[src/rtl/floating_point_divider_sequential.sv]
// Multi-cycle IEEE-754 binary32 divider: radix-2 restoring mantissa division,
// one quotient bit per clock, truncated result with fixed 26-cycle latency.
module floating_point_divider_sequential (
  input  logic        clk,
  input  logic        rst,
  input  logic [31:0] a,
  input  logic [31:0] b,
  input  logic        start,
  output logic        busy,
  output logic        done,
  output logic [31:0] result,
  output logic        overflow,
  output logic        underflow,
  output logic        div_by_zero,
  output logic [1:0]  dbg_state
);

  typedef enum logic [1:0] {IDLE = 2'd0, DIVIDE = 2'd1, PACK = 2'd2} state_t;

  state_t      state;
  state_t      state_next;
  logic [4:0]  iter;
  logic [31:0] a_r;
  logic [31:0] b_r;
  logic [24:0] rem;
  logic [24:0] q;

  // Restoring step: compare, conditionally subtract, shift.
  logic [23:0] mb;
  logic        rem_ge;
  logic [24:0] rem_sub;
  logic [24:0] rem_next;

  assign mb       = {1'b1, b_r[22:0]};
  assign rem_ge   = rem >= {1'b0, mb};
  assign rem_sub  = rem_ge ? (rem - {1'b0, mb}) : rem;
  assign rem_next = {rem_sub[23:0], 1'b0};

  // Field decode and special-case classification of the captured operands.
  logic       sign;
  logic [7:0] ea;
  logic [7:0] eb;
  logic       a_zero, a_inf, a_nan;
  logic       b_zero, b_inf, b_nan;

  assign sign   = a_r[31] ^ b_r[31];
  assign ea     = a_r[30:23];
  assign eb     = b_r[30:23];
  assign a_zero = (ea == 8'h00);
  assign b_zero = (eb == 8'h00);
  assign a_inf  = (ea == 8'hFF) && (a_r[22:0] == 23'h0);
  assign b_inf  = (eb == 8'hFF) && (b_r[22:0] == 23'h0);
  assign a_nan  = (ea == 8'hFF) && (a_r[22:0] != 23'h0);
  assign b_nan  = (eb == 8'hFF) && (b_r[22:0] != 23'h0);

  logic [22:0] frac;
  logic [9:0]  exp_calc;
  logic [31:0] pack_result;
  logic        pack_ov;
  logic        pack_uf;
  logic        pack_dz;

  assign frac     = q[24] ? q[23:1] : q[22:0];
  // Quotient in [0.5,2): a leading zero costs one from the exponent.
  assign exp_calc = {2'b00, ea} - {2'b00, eb} + 10'd127 - {9'd0, ~q[24]};

  always_comb begin
    pack_result = {sign, exp_calc[7:0], frac};
    pack_ov     = 1'b0;
    pack_uf     = 1'b0;
    pack_dz     = 1'b0;
    if (a_nan || b_nan || (a_inf && b_inf) || (a_zero && b_zero)) begin
      pack_result = 32'h7FC00000;
    end else if (b_zero) begin
      pack_result = {sign, 8'hFF, 23'h0};
      pack_dz     = 1'b1;
    end else if (a_inf) begin
      pack_result = {sign, 8'hFF, 23'h0};
    end else if (b_inf || a_zero) begin
      pack_result = {sign, 31'h0};
    end else if ($signed(exp_calc) >= 10'sd255) begin
      pack_result = {sign, 8'hFF, 23'h0};
      pack_ov     = 1'b1;
    end else if ($signed(exp_calc) <= 10'sd0) begin
      pack_result = {sign, 31'h0};
      pack_uf     = 1'b1;
    end
  end

  always_ff @(posedge clk or negedge rst) begin
    if (!rst) state <= IDLE;
    else      state <= state_next;
  end

  always_comb begin
    state_next = state;
    case (state)
      IDLE:    if (start) state_next = DIVIDE;
      DIVIDE:  if (iter == 5'd24) state_next = PACK;
      PACK:    state_next = IDLE;
      default: state_next = IDLE;
    endcase
  end

  always_ff @(posedge clk or negedge rst) begin
    if (!rst) begin
      a_r         <= 32'h0;
      b_r         <= 32'h0;
      iter        <= 5'd0;
      rem         <= 25'h0;
      q           <= 25'h0;
      done        <= 1'b0;
      result      <= 32'h0;
      overflow    <= 1'b0;
      underflow   <= 1'b0;
      div_by_zero <= 1'b0;
    end else begin
      done <= 1'b0;
      case (state)
        IDLE: begin
          if (start) begin
            a_r  <= a;
            b_r  <= b;
            iter <= 5'd0;
            rem  <= {2'b01, a[22:0]};
            q    <= 25'h0;
          end
        end
        DIVIDE: begin
          rem  <= rem_next;
          q    <= {q[23:0], rem_ge};
          iter <= iter + 5'd1;
        end
        PACK: begin
          result      <= pack_result;
          overflow    <= pack_ov;
          underflow   <= pack_uf;
          div_by_zero <= pack_dz;
          done        <= 1'b1;
        end
        default: ;
      endcase
    end
  end

  assign busy      = (state != IDLE);
  assign dbg_state = state;

endmodule

[config.mk]
export PLATFORM = sky130hd
export DESIGN_NAME = floating_point_divider_sequential
export DESIGN_NICKNAME = d
export VERILOG_FILES = /design/src/rtl/floating_point_divider_sequential.sv
export SDC_FILE = /design/constraint.sdc
export NUM_CORES = 1
export LEC_CHECK = 0
export CORE_MARGIN = 2
export CORE_UTILIZATION = 47
export CTS_CLUSTER_DIAMETER = 200
export DETAILED_ROUTE_END_ITERATION = 10
export GPL_TIMING_DRIVEN = 0
export PLACE_DENSITY = 0.69
export SLEW_MARGIN = 20
export SYNTH_ARGS = -nofsm -noshare
export SYNTH_HDL_FRONTEND = slang
export SYNTH_SLANG_ARGS = --single-unit
[constraint.sdc]
create_clock -name clk -period 9.58 [get_ports clk]
set_input_delay 1.437 -clock clk [delete_from_list [all_inputs] [get_ports clk]]
set_output_delay 1.437 -clock clk [all_outputs]
set_load 0.01 [all_outputs]
==> results.toml <==
[status]
status = "finished, final reports clean"

[cells_and_area]
drive_gt1_frac = 0.0508
n_antenna_cell = 0
final_area_mm2 = 0.0108
area_growth_pct = 22.7
fin_nets = 1238
fin_cells = 1376

[sta]
setup_violations = 0
grt_setup_unrepaired = "false"
hold_viol_final = 0
finalCritPeriodShare = 0.465
worst_slew_pin_slew_ps = 874
fin_crit_ps = 4450
fmax_mhz = 225
drv_slew = 0
relSlewSlack = 0.410
fin_worst_skew_ps = 11.1
whs_ps = 481
fin_tns_setup_ps = 0

[worst_hold_path]
min_from = "a_r[6]"
whs_endpoint = "a_r[6]"
whs_path_depth = 2
min_path_type = "flip-flop to flip-flop"

[grt]
grt_usage = 0.240
grt_pass1_wl_um = 38000
grt-ovfl-total = 0
antenna_found_initial = 0
grt_max_degree = 94
grt_pass1_vias = 7469

[synthesis]
yosys_most_used_dff = "dfrtp_1"
syn_area_mm2 = 0.00884
seq_area_frac_synth = 0.445
synth_edf_count = 0
synth_common_cells = "nand2_1 (237), dfrtp_1 (157), o21ai_0 (90), inv_1 (56), nor2_1 (40)"
synthTopCellsByArea = "dfrtp_1 (44%), nand2_1 (10%), ha_1 (5.5%), o21ai_0 (5.1%), mux2i_1 (3.9%)"
ys_warn_count = 0
ys_async_sr_fraction = 1.00
synthCells = 1004
synth_area_leader_cell = "dfrtp_1"
avgSynthCellArea_um2 = 8.80
ys_types = 74
ys_ff_latch = 157
synth_most_common_cell = "nand2_1"
synth_top_area_share = 0.445
syn_nets = 1113

[cts]
cts_hold_buf = 0
cts_root_buf = "clkbuf_16"
h-tree-depth = 4
cts_tree = "done"
clk_pin_slew_ps = 70
ctsLongestPathBuffers = 2
clock_sinks = 157
worstSkewPairLatency_ps = 430
postCtsSetupBuffers = 0
cts_resized = 0
numCtsBuffers = 17

[worst_setup_path]
critPathMaxFanout = 10
worstPathRequired_ps = 9940
reg2reg_depth = 17
startpoint = "a_r[24]"
reg2reg_setup_slack_ps = 5130
start_kind = "flip-flop"
cp.arrival_ps = 4810
r2r_start = "a_r[24]"
critPathKind = "flip-flop to flip-flop"
end_kind = "flip-flop"
r2r-end = "result[10]"

[die]
io_pins = 106
die-area_mm2 = 0.0199
die_w_um = 141
fp.coreArea_mm2 = 0.0186
start_util = 0.476
row_count = 50
die_h_um = 141

[place]
portBuffers = 105
dp_hpwl_um = 17200
dp.cells = 1344
placed_area_mm2 = 0.0102
place.gp.congestion = 0.912

[run]
cap_violations = 0

[detailed_routing]
detail-route-antenna-nets = 0
first_pass_iters = 5
routed_via_density = 5.49
num_vias = 7556
drt-initial-drc-count = 382
wl_um = 23000
wl_per_cell_um = 16.7
post-route-drc-count = 0
-- sequential cells by signal, indices dropped and copies added, names as in the netlist --
| signal | cells |
|---|---|
| result | 32 |
| dbg_state | 2 |
| overflow | 1 |
| underflow | 1 |
| rem | 25 |
| iter | 5 |
| done | 1 |
| q | 25 |
| div_by_zero | 1 |
| a_r | 32 |
| b_r | 32 |
-- worst max path at each step --
stage | end | slack, ps | cells after the start
floorplan | result[12] | 5730 | 17
global placement | b_r[21] | 710 | 1
detailed placement | result[10] | 5150 | 17
CTS | result[3] | 5130 | 17
global route | result[3] | 4770 | 17
finish | result[10] | 5130 | 17
-- stage by stage --
stage / setup slack [ps] / util
final: 5130 / 0.584
after global routing: 4770 / 0.584
after CTS: 5130 / 0.584
after detailed placement: 5150 / 0.550
after global placement: 714 / 0.548
after floorplan: 5730 / -
-- critical path, cell delays in order (launching register included) --
cell     delay, ps
dfrtp_1        460
ha_1           300
nor2b_1        340
o21ai_4        160
xnor2_2        290
ha_1           350
a21oi_1        200
and2_0         130
buf_2          160
nor2_1          50
o41a_1         440
a21o_1         200
xnor2_1        270
nor4b_2        110
nor3_4         320
nand3_2        200
buf_4          230
o21ai_1        140
-- routing by layer --
metal | up-vias | share of wire | GRT usage
met4 | 0 | 0.013 | 0.0584
met3 | 23 | 0.034 | 0.0357
met5 | - | 0 | 0
met1 | 3628 | 0.47 | 0.325
li1 | 3746 | - | -
met2 | 159 | 0.48 | 0.409
-- layout make-up --
type / instances / area, um^2
fillers: 1675 / 7740
multi-input cells: 742 / 4500
flip-flops and latches: 157 / 3930
repair buffers: 106 / 1080
clock buffers: 18 / 439
well taps: 234 / 293
inverters: 57 / 214
plain buffers: 48 / 193
clock inverters: 14 / 191
-- cell usage in the layout (no fill, tap or decap), types with 12 or more instances in the layout --
master and n:
xor2_1 14, xnor2_1 16, o21ai_1 22, clkbuf_16 17, clkbuf_1 38, clkdlybuf4s50_1 104, nor2_1 40, mux2i_1 34
dfrtp_1 157, o21ai_0 90, nand4_1 13, nor3_1 15, a22oi_1 12, a21oi_1 37, inv_1 56, ha_1 39
nand3_1 18, a21o_1 16, nand2_1 237, nor4_1 13
-- cells by family after synthesis --
| logic type | Yosys count | synth area share |
|---|---|---|
| adder cells (fa/ha/maj) | 42 | 0.0620 |
| AND/OR/NAND/NOR | 376 | 0.188 |
| buffers and inverters | 105 | 0.0460 |
| XOR/XNOR | 33 | 0.0353 |
| flip-flops | 157 | 0.445 |
| multiplexers | 35 | 0.0398 |
| AO/OA/AOI/OAI | 256 | 0.184 |
Power is not shown: default switching activity piles up to over one toggle a cycle in this logic, so the estimate is an artifact.
